$ cat src/rtl/bcd_min_sec_timer_if.sv
// Control and display bundle of the MM:SS timer: start/load/tick controls in,
// four BCD digits and status pulses out.
interface bcd_min_sec_timer_if;
  logic       TICK;
  logic       START;
  logic       MODE;
  logic       LOAD;
  logic [7:0] LOAD_MIN;
  logic [7:0] LOAD_SEC;
  logic [3:0] HEX3;
  logic [3:0] HEX2;
  logic [3:0] HEX1;
  logic [3:0] HEX0;
  logic       RUNNING;
  logic       DONE;
  logic       ERR;

  modport master (
    output TICK, START, MODE, LOAD, LOAD_MIN, LOAD_SEC,
    input  HEX3, HEX2, HEX1, HEX0, RUNNING, DONE, ERR
  );

  modport slave (
    input  TICK, START, MODE, LOAD, LOAD_MIN, LOAD_SEC,
    output HEX3, HEX2, HEX1, HEX0, RUNNING, DONE, ERR
  );
endinterface

$ cat src/rtl/bcd_min_sec_timer.sv
// 4-digit BCD MM:SS up/down timer with validated preset load, start/pause/resume
// control, configurable minute ceiling, wrap-or-stop and optional internal tick divider.
module bcd_min_sec_timer #(
  parameter int unsigned MAX_MIN  = 59,
  parameter int unsigned WRAP     = 0,
  parameter int unsigned TICK_DIV = 0
) (
  input logic                CLOCK,
  input logic                RST,
  bcd_min_sec_timer_if.slave bus
);

  typedef enum logic [1:0] {IDLE, RUN, HOLD, EXPIRED} state_t;

  localparam logic [3:0]  MAX_T   = 4'(MAX_MIN / 10);
  localparam logic [3:0]  MAX_O   = 4'(MAX_MIN % 10);
  localparam logic [15:0] TOP_VAL = {MAX_T, MAX_O, 4'd5, 4'd9};
  localparam int unsigned DIV_W   = (TICK_DIV > 1) ? $clog2(TICK_DIV) : 1;
  localparam logic [DIV_W-1:0] DIV_LAST = (TICK_DIV > 0) ? DIV_W'(TICK_DIV - 1) : DIV_W'(0);

  state_t           state;
  logic [3:0]       m1, m0, s1, s0;
  logic [DIV_W-1:0] div;
  logic             running, done, err;

  logic             tick;
  logic             load_ok;
  logic             at_term;
  logic             hits_term;
  logic [15:0]      term_val;
  logic [15:0]      wrap_val;
  logic [15:0]      next_val;
  logic [3:0]       n_m1, n_m0, n_s1, n_s0;

  // BCD ordering on valid digits matches numeric ordering, so the ceiling is a plain compare.
  always_comb begin
    load_ok = (bus.LOAD_MIN[7:4] <= 4'd9) && (bus.LOAD_MIN[3:0] <= 4'd9) &&
              (bus.LOAD_SEC[7:4] <= 4'd5) && (bus.LOAD_SEC[3:0] <= 4'd9) &&
              (bus.LOAD_MIN <= {MAX_T, MAX_O});
  end

  always_comb begin
    if (TICK_DIV == 0) tick = (state == RUN) && bus.TICK;
    else               tick = (state == RUN) && (div == DIV_LAST);
  end

  always_comb begin
    term_val = bus.MODE ? 16'h0000 : TOP_VAL;
    wrap_val = bus.MODE ? TOP_VAL  : 16'h0000;
    at_term  = ({m1, m0, s1, s0} == term_val);
  end

  // Full carry/borrow ripple in one step so the display never shows an intermediate value.
  always_comb begin
    n_m1 = m1;
    n_m0 = m0;
    n_s1 = s1;
    n_s0 = s0;
    if (!bus.MODE) begin
      if (s0 != 4'd9) n_s0 = s0 + 4'd1;
      else begin
        n_s0 = 4'd0;
        if (s1 != 4'd5) n_s1 = s1 + 4'd1;
        else begin
          n_s1 = 4'd0;
          if (m0 != 4'd9) n_m0 = m0 + 4'd1;
          else begin
            n_m0 = 4'd0;
            n_m1 = m1 + 4'd1;
          end
        end
      end
    end else begin
      if (s0 != 4'd0) n_s0 = s0 - 4'd1;
      else begin
        n_s0 = 4'd9;
        if (s1 != 4'd0) n_s1 = s1 - 4'd1;
        else begin
          n_s1 = 4'd5;
          if (m0 != 4'd0) n_m0 = m0 - 4'd1;
          else begin
            n_m0 = 4'd9;
            n_m1 = m1 - 4'd1;
          end
        end
      end
    end
    next_val  = {n_m1, n_m0, n_s1, n_s0};
    hits_term = (next_val == term_val);
  end

  always_ff @(posedge CLOCK) begin
    if (RST) begin
      state   <= IDLE;
      {m1, m0, s1, s0} <= '0;
      div     <= '0;
      running <= 1'b0;
      done    <= 1'b0;
      err     <= 1'b0;
    end else begin
      done <= 1'b0;
      err  <= 1'b0;
      if (bus.LOAD) begin
        state   <= IDLE;
        running <= 1'b0;
        div     <= '0;
        if (load_ok) {m1, m0, s1, s0} <= {bus.LOAD_MIN, bus.LOAD_SEC};
        else         err <= 1'b1;
      end else if (bus.START) begin
        // A tick coinciding with pause is dropped and the divider phase is frozen.
        case (state)
          IDLE:    begin state <= RUN;  running <= 1'b1; end
          RUN:     begin state <= HOLD; running <= 1'b0; end
          HOLD:    begin state <= RUN;  running <= 1'b1; end
          default: state <= state;
        endcase
      end else begin
        if (state == RUN) begin
          if (TICK_DIV > 0) div <= (div == DIV_LAST) ? '0 : div + 1'b1;
        end else if (state != HOLD) begin
          div <= '0;
        end
        if (tick) begin
          if (at_term) begin
            done <= 1'b1;
            if (WRAP != 0) begin
              {m1, m0, s1, s0} <= wrap_val;
            end else begin
              state   <= EXPIRED;
              running <= 1'b0;
            end
          end else begin
            {m1, m0, s1, s0} <= next_val;
            if ((WRAP == 0) && hits_term) begin
              done    <= 1'b1;
              state   <= EXPIRED;
              running <= 1'b0;
            end
          end
        end
      end
    end
  end

  assign bus.HEX3    = m1;
  assign bus.HEX2    = m0;
  assign bus.HEX1    = s1;
  assign bus.HEX0    = s0;
  assign bus.RUNNING = running;
  assign bus.DONE    = done;
  assign bus.ERR     = err;

endmodule

$ cat src/flat_wrapper.sv
// flat-port wrapper written by rule: the top's interface ports become plain ports
module bcd_min_sec_timer_flat 
#(
  parameter int unsigned MAX_MIN  = 59,
  parameter int unsigned WRAP     = 0,
  parameter int unsigned TICK_DIV = 0
)
  (CLOCK, RST, bus_TICK, bus_START, bus_MODE, bus_LOAD, bus_LOAD_MIN, bus_LOAD_SEC, bus_HEX3, bus_HEX2, bus_HEX1, bus_HEX0, bus_RUNNING, bus_DONE, bus_ERR);
  bcd_min_sec_timer_if bus_i ();
  input logic CLOCK;
  input logic RST;
  input wire logic [$bits(bus_i.TICK)-1:0] bus_TICK;
  input wire logic [$bits(bus_i.START)-1:0] bus_START;
  input wire logic [$bits(bus_i.MODE)-1:0] bus_MODE;
  input wire logic [$bits(bus_i.LOAD)-1:0] bus_LOAD;
  input wire logic [$bits(bus_i.LOAD_MIN)-1:0] bus_LOAD_MIN;
  input wire logic [$bits(bus_i.LOAD_SEC)-1:0] bus_LOAD_SEC;
  output wire logic [$bits(bus_i.HEX3)-1:0] bus_HEX3;
  output wire logic [$bits(bus_i.HEX2)-1:0] bus_HEX2;
  output wire logic [$bits(bus_i.HEX1)-1:0] bus_HEX1;
  output wire logic [$bits(bus_i.HEX0)-1:0] bus_HEX0;
  output wire logic [$bits(bus_i.RUNNING)-1:0] bus_RUNNING;
  output wire logic [$bits(bus_i.DONE)-1:0] bus_DONE;
  output wire logic [$bits(bus_i.ERR)-1:0] bus_ERR;
  assign bus_i.TICK = bus_TICK;
  assign bus_i.START = bus_START;
  assign bus_i.MODE = bus_MODE;
  assign bus_i.LOAD = bus_LOAD;
  assign bus_i.LOAD_MIN = bus_LOAD_MIN;
  assign bus_i.LOAD_SEC = bus_LOAD_SEC;
  assign bus_HEX3 = bus_i.HEX3;
  assign bus_HEX2 = bus_i.HEX2;
  assign bus_HEX1 = bus_i.HEX1;
  assign bus_HEX0 = bus_i.HEX0;
  assign bus_RUNNING = bus_i.RUNNING;
  assign bus_DONE = bus_i.DONE;
  assign bus_ERR = bus_i.ERR;
  bcd_min_sec_timer #(.MAX_MIN(MAX_MIN), .WRAP(WRAP), .TICK_DIV(TICK_DIV)) u_core (.CLOCK(CLOCK), .RST(RST), .bus(bus_i));
endmodule
$ cat config.mk
export PLATFORM = sky130hd
export DESIGN_NAME = bcd_min_sec_timer_flat
export DESIGN_NICKNAME = d
export VERILOG_FILES = /design/src/rtl/bcd_min_sec_timer_if.sv /design/src/rtl/bcd_min_sec_timer.sv /design/src/flat_wrapper.sv
export SDC_FILE = /design/constraint.sdc
export NUM_CORES = 1
export LEC_CHECK = 0
export CAP_MARGIN = 10
export CORE_MARGIN = 2
export CORE_UTILIZATION = 40
export CTS_CLUSTER_SIZE = 30
export DETAILED_ROUTE_END_ITERATION = 12
export DONT_BUFFER_PORTS = 1
export SLEW_MARGIN = 20
export SYNTH_ARGS = -nofsm -noshare
export SYNTH_HDL_FRONTEND = slang
export SYNTH_SLANG_ARGS = --single-unit
$ cat constraint.sdc
create_clock -name CLOCK -period 3.38 [get_ports CLOCK]
set_input_delay 0.845 -clock CLOCK [delete_from_list [all_inputs] [get_ports CLOCK]]
set_output_delay 0.845 -clock CLOCK [all_outputs]
set_load 0.02 [all_outputs]
==> results of run 1 <==
==> path summary, 6_finish.rpt <==
kind,start,to,cells past startpoint,slack [ns]
worst max-delay path,u_core.bus.HEX0[0],u_core.state[1],7,0.46
worst max register to register,u_core.bus.HEX0[0],u_core.state[1],7,0.46
worst min register to register,u_core.state[1],u_core.bus.RUNNING,2,0.56
worst min-delay path,u_core.state[1],u_core.bus.RUNNING,2,0.56
==> cells in the mapped netlist (all sizes together) (2+ instances only) <==
cell type / count
a22o: 2
nand4b: 2
ha: 2
a31oi: 2
nand2b: 3
a21oi: 20
buf: 11
nor3: 10
a22oi: 8
nand3: 4
o31ai: 3
and4b: 3
xnor2: 6
a21o: 2
o21ai: 29
o211ai: 3
or2: 2
dfxtp: 21
mux2i: 7
and3: 2
nor4: 6
xor2: 3
nand2: 29
clkbuf: 14
a211oi: 4
inv: 10
nor2: 41
and4: 3
nor2b: 6
mux2: 2
nor3b: 3
nand4: 7
==> cells by family after synthesis <==
| kind of cell | after synthesis |
|---|---|
| and+or+nand+nor | 127 |
| AOI/OAI and AO/OA | 84 |
| buffers and inverters | 35 |
| DFF | 21 |
| xor gates and xnor gates | 9 |
| muxes | 9 |
| adders and majority gates | 2 |
==> worst min-delay path: cells and delay by family, from the launching register on <==
family | cells | cell delay (ns)
flops | 1 | 0.33
compound gates | 2 | 0.19
==> layout make-up <==
cell class,count,area (µm²)
flip-flops and latches,21,420
repair buffers,17,128
multi-input cells,231,1420
inverters,10,37.5
fillers,515,2630
clock buffers,4,45.0
well taps,67,83.8
==> power groups by stage <==
stage / sequential [mW] / combinational, mW / clock (mW)
global placement: 0.274 / 0.136 / 0
CTS: 0.268 / 0.136 / 0.174
detailed placement: 0.274 / 0.136 / 0
global route: 0.269 / 0.156 / 0.181
finish: 0.268 / 0.138 / 0.170
floorplan: 0.271 / 0.119 / 0
==> per-layer routing <==
| layer | vias to the layer above | share of wire [%] | GRT usage (%) |
|---|---|---|---|
| met2 | 82 | 43 | 34.0 |
| li1 | 1030 | - | - |
| met1 | 947 | 46 | 32.5 |
| met4 | 0 | 0.73 | 4.76 |
| met3 | 4 | 9.8 | 4.74 |
| met5 | - | 0 | 0 |
==> sequential cells by signal, summed over array words and instances (netlist names) <==
register / cells
u_core.bus.HEX1: 4
u_core.state: 2
u_core.bus.HEX2: 4
u_core.bus.ERR: 1
u_core.bus.HEX0: 4
u_core.bus.HEX3: 4
u_core.bus.RUNNING: 1
u_core.bus.DONE: 1
==> through the flow <==
| stage | util [%] | hold slack [ns] |
|---|---|---|
| floorplan | - | 0.513 |
| global placement | 43.8 | 0.542 |
| detailed placement | 43.8 | 0.535 |
| CTS | 44.8 | 0.558 |
| global route | 44.8 | 0.581 |
| finish | 44.8 | 0.564 |
==> reports/metrics.cfg, run 1 <==
[floorplan]
core_area_um2 = 4750
die_h_um = 74.5
start_util_pct = 41.8
die_area_um2 = 5550
die_x_um = 74.5
core.rowCount = 25
ios = 41

[power]
power_uw = 576
power_leakage_nw = 0.786
vdd_drop_max_mv = 0.161
power_density_nw_per_um2 = 271
p_sw_uw = 179
pwr-share-seq_pct = 46.5
p_clk_share_pct = 29.5
swShare_pct = 31.0
intPower_uw = 398
p_comb_share_pct = 24.0

[layout]
fin_nets = 308
layout.cells.non_filler = 350
post-route-cell-area_um2 = 2130
area_growth_syn_to_layout_pct = 7.11
diodes = 0
final_cell_mix = 41 x nor2_1, 29 x nand2_1, 28 x o21ai_0
final_common_cell = nor2_1
drive_above_1_share_pct = 11.0

[synth]
ys_ff_latch = 21
synth_area_leader_cell = dfxtp_1
synthAdderAreaFrac_pct = 1.26
async_flop_share_pct = 0
synth_nets = 311
avgSynthCellArea_um2 = 6.93
synth.area.mux_share_pct = 4.85
synthFlopType = dfxtp_1
synth_seq_area_share_pct = 21.1
synth_compound_area_share_pct = 27.2
synth.cell_area_um2 = 1990
synth_cells = 287
synth_top_area_share_pct = 21.1
yosys.area_share.simple_pct = 33.9
yosys_warnings = 0
synth_edf_count = 0
synth_area_leaders = dfxtp_1 21%, nor2_1 7.7%, o21ai_0 7.0%
synth.distinct_cells = 60
yosys.area_share.xor_xnor_pct = 3.96
synth_top_family_by_area = simple AND/OR/NAND/NOR gates

[worst_setup_path]
cpLargestDelayFamily = simple AND/OR/NAND/NOR gates
path_max_fanout = 12
start_kind = flop
critPathCaptureType = flop
max_stage_delay_ns = 0.62
cp_cell_sequence = nor3b_4 > a41oi_1 > a2111oi_1 > nand4_1 > or4b_1 > a221oi_2 > o221a_1
arrival_ns = 3.13
slowest_stage = dfxtp_1
cp_data_required_time_ns = 3.59
cp.buffers_inverters = 0
critPathKind = flop to flop

[place]
pre_cts_ws_ns = 0.384
post_dp_cell_area_um2 = 2080
place_hpwl_um = 4370
place_congestion = 1.02
numPortBuffers = 0
dp_cells = 346

[drt]
remaining_drc_errors = 0
finalWirelength_um = 5730
drtIter0Drc = 166
wire_per_inst_um = 16.4
vias = 2063
final_antenna_net_count = 0
firstDrtPassIters = 4
vias_per_cell = 5.89

[global_route]
antenna_found_initial = 0
grt-ovfl-total = 0
grt_pass1_wl_um = 9690
grt_usage_pct = 22.3
grt_max_degree = 42
grt_pass1_vias = 1924

[timing]
maxSlewHeadroom_pct = 63.6
rsz0062_at_grt = no
final-max-slew-violation-count = 0
post-route-period-util_pct = 86.5
setup_viol = 0
skew_ns = 0.00637
worst_slew_pin_slew_ns = 0.541
fin_ws_ns = 0.456
min_period_ns = 2.92
fin_tns_setup_ns = 0
hold_viol = 0
clock.fmax_ghz = 0.342

[run]
cap_violations = 0

[clock_network]
ctsHoldBuffers = 0
cts_sinks = 21
clk_latency_ns = 0.26
clockBufferDepth = 2
ctsResizeCount = 0
root_buffer = clkbuf_8
cts_setup_buffers = 0
cts_tree = yes
clkTransAtPathRegs_ns = 0.08
numCtsBuffers = 3
cts_max_level = 1

[worst_hold_path]
hp-class = flop to flop

[outcome]
status = completed

(Power assumes the default switching activity.)
==> run 2: changes to the inputs <==
CORE_UTILIZATION = 64   (was 40)
PLACE_DENSITY = 0.8   (was default)
==> run 2 against run 1 <==
Effect of this change:
- critical path depth increased by 1
- utilization increased by 22 points
- critical path type unchanged
- cell count down 12%
- largest power group unchanged
==> reports/metrics.cfg, run 2 (synthesis gave the netlist of run 1 again) <==
[worst_setup_path]
r2r_cells = 8  ; +1
r2r-end = u_core.state[1]
cp_cell_sequence = and4_1 > and4_1 > mux2_2 > nand2_1 > nand2_1 > or4b_1 > a221oi_2 > o221a_1
cp.buffers_inverters = 0  ; unchanged
slowest_stage = dfxtp_1
crit_cells = 8  ; +1
start_kind = flop
cp_data_required_time_ns = 3.63  ; +0.04 ns
regToRegStartpoint = u_core.bus.HEX1[2]
max_stage_delay_ns = 0.77  ; +0.15 ns
cpLargestDelayFamily = simple AND/OR/NAND/NOR gates
path_max_fanout = 14  ; +2
critPathCaptureType = flop
rrSetupSlack_ns = 0.43  ; -0.03 ns
critPathKind = flop to flop
arrival_ns = 3.21  ; +0.08 ns

[global_route]
grt_pass1_wl_um = 8420  ; -13%
grt_max_degree = 42  ; unchanged
grt-ovfl-total = 0  ; unchanged
grt_usage_pct = 30.7  ; +8.3 points
antenna_found_initial = 0  ; unchanged
grt_pass1_vias = 1791  ; -6.9%

[layout]
n_fill_cell = 278  ; -46%
drive_above_1_share_pct = 8.39  ; -2.6 points
final_common_cell = nor2_1
area_growth_syn_to_layout_pct = 0.692
fin_nets = 299  ; -2.9%
finish.utilization_pct = 66.7  ; +22 points
diodes = 0  ; unchanged
final_cell_mix = 41 x nor2_1, 29 x nand2_1, 28 x o21ai_0
layout.cells.non_filler = 307  ; -12%

[clock_network]
numCtsBuffers = 3  ; unchanged
cts_tree = yes
cts_sinks = 21  ; unchanged
ctsHoldBuffers = 0  ; unchanged
cts_setup_buffers = 0  ; unchanged
clkTransAtPathRegs_ns = 0.12  ; +0.04 ns
cts_max_level = 1  ; unchanged
ctsResizeCount = 0  ; unchanged
root_buffer = clkbuf_4
clockBufferDepth = 2  ; unchanged
clk_latency_ns = 0.30  ; +0.04 ns

[timing]
worst_slew_pin_slew_ns = 0.977  ; +0.436 ns
min_period_ns = 2.95  ; +0.0302 ns
maxSlewHeadroom_pct = 34.9  ; -29 points
final-max-slew-violation-count = 0  ; unchanged
rsz0062_at_grt = no
setup_viol = 0  ; unchanged
post-route-period-util_pct = 87.4  ; +0.89 points
skew_ns = 0.00259  ; -0.00378 ns
fin_tns_setup_ns = 0  ; unchanged
clock.fmax_ghz = 0.338  ; -1.0%
hold_viol = 0  ; unchanged

[drt]
vias = 2104  ; +2.0%
finalWirelength_um = 5350  ; -6.7%
final_antenna_net_count = 0  ; unchanged
wire_per_inst_um = 17.4  ; +6.4%
drtIter0Drc = 221  ; +33%
remaining_drc_errors = 0  ; unchanged
firstDrtPassIters = 5  ; +1
vias_per_cell = 6.85  ; +16%

[place]
place_congestion = 0.921  ; -9.9%
numPortBuffers = 0  ; unchanged
place_hpwl_um = 3940  ; -9.7%
dp_cells = 303  ; -12%

[worst_hold_path]
hold_start = u_core.state[1]
hold_depth = 1  ; -1
hold_end = u_core.state[1]
hp-class = flop to flop

[run]
cap_violations = 0  ; unchanged

[power]
power_uw = 525  ; -8.9%
power_density_nw_per_um2 = 262  ; -3.1%
vdd_drop_max_mv = 0.209  ; +29%
power_leakage_nw = 0.732  ; -6.9%

[floorplan]
start_util_pct = 66.2  ; +24 points
die_x_um = 59.7  ; -20%
core_area_um2 = 3000  ; -37%
die_area_um2 = 3570  ; -36%
die_h_um = 59.7  ; -20%
ios = 41  ; unchanged
core.rowCount = 20  ; -20%

[outcome]
status = completed

run 2: cell types whose count changed in the layout (fill, tap and decap cells not counted):
cell,previous run,this run
clkbuf_8,3,0
buf_4,17,8
clkbuf_1,1,0
clkbuf_4,0,3
clkinv_2,0,1
run 2: area by class of cell:
cell class | instances | area, µm² | share of cell area, %
multi-input cells | 231 | 1420 | 70.7
flip-flops and latches | 21 | 420 | 21.0
repair buffers | 8 | 60.1 | 3.00
well taps | 33 | 41.3 | 2.06
inverters | 10 | 37.5 | 1.88
clock buffers | 3 | 22.5 | 1.13
clock inverters | 1 | 5.00 | 0.250
run 2: power breakdown:
group / internal [mW] / total [mW] / switching (mW)
combinational: 0.0577 / 0.132 / 0.0739
sequential: 0.253 / 0.271 / 0.0176
clock: 0.0441 / 0.122 / 0.0783
run 2: worst max path at each step:
stage / from / end
6_report: u_core.bus.HEX1[2] / u_core.state[1]
2_1_floorplan: bus_MODE / u_core.state[1]
3_5_place_dp: bus_MODE / u_core.state[1]
3_3_place_gp: bus_MODE / u_core.state[1]
5_1_grt: u_core.bus.HEX2[2] / u_core.bus.HEX2[0]
4_1_cts: u_core.bus.HEX0[3] / u_core.state[1]
run 2: per-stage QoR:
step / instance area (µm²) / hold slack, ns / worst slack [ns]
floorplan: 1990 / 0.513 / 0.434
global placement: 1970 / 0.542 / 0.422
detailed placement: 1970 / 0.545 / 0.300
CTS: 2000 / 0.574 / 0.472
global route: 2000 / 0.578 / 0.289
finish: 2000 / 0.584 / 0.425
run 2: per-layer routing:
| layer | vias to the layer above | global-route usage [%] | wire [µm] |
|---|---|---|---|
| li1 | 1013 | - | - |
| met1 | 972 | 45.2 | 2390 |
| met2 | 113 | 45.7 | 2370 |
| met3 | 6 | 5.63 | 534 |
| met4 | 0 | 7.94 | 59 |
| met5 | - | 0 | 0 |
run 2: worst reg2reg max path, cell delays in order (launching register included):
cell and delay, ns:
dfxtp_1 0.77, and4_1 0.35, and4_1 0.24, mux2_2 0.34, nand2_1 0.12, nand2_1 0.07, or4b_1 0.51, a221oi_2 0.28
o221a_1 0.22
==> run 3: changes to the inputs <==
CORE_UTILIZATION = 65   (was 64)
PLACE_DENSITY = 0.81   (was 0.8)
clock period = 3.4 ns   (was 3.38 ns; I/O delays follow)
==> run 3 against run 2 <==
Effect of this change:
- clock-buffer cell count increased by 1
- maximum frequency increased by 0.44%
- worst hold slack worse by 0.027 ns
- critical path type unchanged
- critical endpoint unchanged
- largest power group unchanged
- clock power about the same
- highest routed layer unchanged
==> reports/metrics.cfg, run 3 (synthesis gave the netlist of run 1 again) <==
[drt]
remaining_drc_errors = 0  ; unchanged
finalWirelength_um = 5190  ; -3.0%
firstDrtPassIters = 5  ; unchanged
drtIter0Drc = 212  ; -4.1%
final_antenna_net_count = 0  ; unchanged
vias = 2098  ; -0.29%
wire_per_inst_um = 17.0  ; -2.7%
vias_per_cell = 6.86  ; about the same

[clock_network]
cts_sinks = 21  ; unchanged
numCtsBuffers = 3  ; unchanged
cts_tree = yes
clk_latency_ns = 0.31  ; about the same
clkTransAtPathRegs_ns = 0.12  ; about the same
cts_max_level = 1  ; unchanged
ctsHoldBuffers = 0  ; unchanged
cts_setup_buffers = 0  ; unchanged
ctsResizeCount = 0  ; unchanged
root_buffer = clkbuf_4
clockBufferDepth = 2  ; unchanged

[layout]
diodes = 0  ; unchanged
final_common_cell = nor2_1
area_growth_syn_to_layout_pct = 0.252
n_fill_cell = 273  ; -1.8%
fin_nets = 298  ; -0.33%
final_cell_mix = 41 x nor2_1, 29 x nand2_1, 28 x o21ai_0
post-route-cell-area_um2 = 1990  ; -0.44%
drive_above_1_share_pct = 7.69  ; -0.70 points
finish.utilization_pct = 66.9  ; +0.27 points

[power]
power_uw = 522  ; -0.54%
power_density_nw_per_um2 = 262  ; -0.10%
vdd_drop_max_mv = 0.210  ; +0.60%
power_leakage_nw = 0.724  ; -1.1%

[place]
numPortBuffers = 0  ; unchanged
post_dp_cell_area_um2 = 1970  ; -0.38%
place_congestion = 0.968  ; +5.1%
place_hpwl_um = 3780  ; -4.2%

[worst_setup_path]
path_max_fanout = 12  ; -2
cpLargestDelayFamily = simple AND/OR/NAND/NOR gates
start_kind = flop
critPathCaptureType = flop
cp.buffers_inverters = 0  ; unchanged
arrival_ns = 3.20  ; about the same
slowest_stage = dfxtp_1
critPathKind = flop to flop
cp_cell_sequence = nor2b_1 > a22oi_1 > nor3_1 > mux2i_1 > nand4_1 > or4b_1 > a221oi_2 > o221a_1
cp_data_required_time_ns = 3.66  ; +0.03 ns
max_stage_delay_ns = 0.64  ; -0.13 ns

[timing]
skew_ns = 0.00219  ; -0.000394 ns
worst_slew_pin_slew_ns = 0.955  ; -0.0212 ns
min_period_ns = 2.94  ; -0.0128 ns
clock.fmax_ghz = 0.340  ; +0.44%
final-max-slew-violation-count = 0  ; unchanged
fin_hold_ws_ns = 0.557  ; -0.0271 ns
hold_viol = 0  ; unchanged
rsz0062_at_grt = no
maxSlewHeadroom_pct = 36.3  ; +1.4 points
setup_viol = 0  ; unchanged
fin_tns_setup_ns = 0  ; unchanged
post-route-period-util_pct = 86.5  ; -0.89 points

[global_route]
grt_usage_pct = 30.8  ; +0.10 points
antenna_found_initial = 0  ; unchanged
grt_pass1_vias = 1787  ; -0.22%
grt_max_degree = 42  ; unchanged
grt_pass1_wl_um = 8450  ; +0.40%
grt-ovfl-total = 0  ; unchanged

[floorplan]
die_area_um2 = 3520  ; -1.4%
die_x_um = 59.3  ; -0.72%
start_util_pct = 66.8  ; +0.56 points
core.rowCount = 20  ; unchanged
ios = 41  ; unchanged
core_area_um2 = 2980  ; -0.83%
die_h_um = 59.3  ; -0.72%

[worst_hold_path]
hp-class = flop to flop

[outcome]
status = completed

[run]
cap_violations = 0  ; unchanged

[run 3: worst paths after layout]
kind                            slack, ns  cells past startpoint                from            endpoint
worst min-delay path                 0.56                      2     u_core.state[1]  u_core.bus.RUNNING
worst min register to register       0.56                      2     u_core.state[1]  u_core.bus.RUNNING
worst max-delay path                 0.46                      8  u_core.bus.HEX0[0]     u_core.state[1]
worst max register to register       0.46                      8  u_core.bus.HEX0[0]     u_core.state[1]
[run 3: layer usage]
metal / up-vias / part of all wire, % / GRT usage (%)
li1: 1016 / - / -
met4: 0 / 1.3 / 8.44
met1: 970 / 47 / 48.7
met3: 9 / 8.4 / 4.37
met5: - / 0 / 0
met2: 103 / 43 / 42.5
[run 3: metrics by stage]
step	worst slack [ns]	instances
after detailed placement	0.354	302
after CTS	0.476	306
after floorplan	0.449	287
after global routing	0.297	306
after global placement	0.443	302
final	0.458	306
[run 3: report_power, final]
part,switching (mW),internal [mW],total [mW]
Clock,0.0779,0.0458,0.124
Combinational,0.0710,0.0568,0.128
Sequential,0.0187,0.252,0.271
[run 3: area by class of cell]
class                           instances  area [µm²]  share of cell area (%)
Multi-Input combinational cell        231        1420                    71.0
Clock buffer                            4        26.3                    1.32
Inverter                               10        37.5                    1.88
Timing Repair Buffer                    7        52.6                    2.64
Sequential cell                        21         420                    21.1
Tap cell                               33        41.3                    2.07
[run 3: worst register-to-register path: cells and delay by family (launching register included)]
family,cells,cell delay [ns]
muxes,1,0.28
and+or+nand+nor,4,1.33
AOI/OAI and AO/OA,3,0.64
DFF,1,0.64
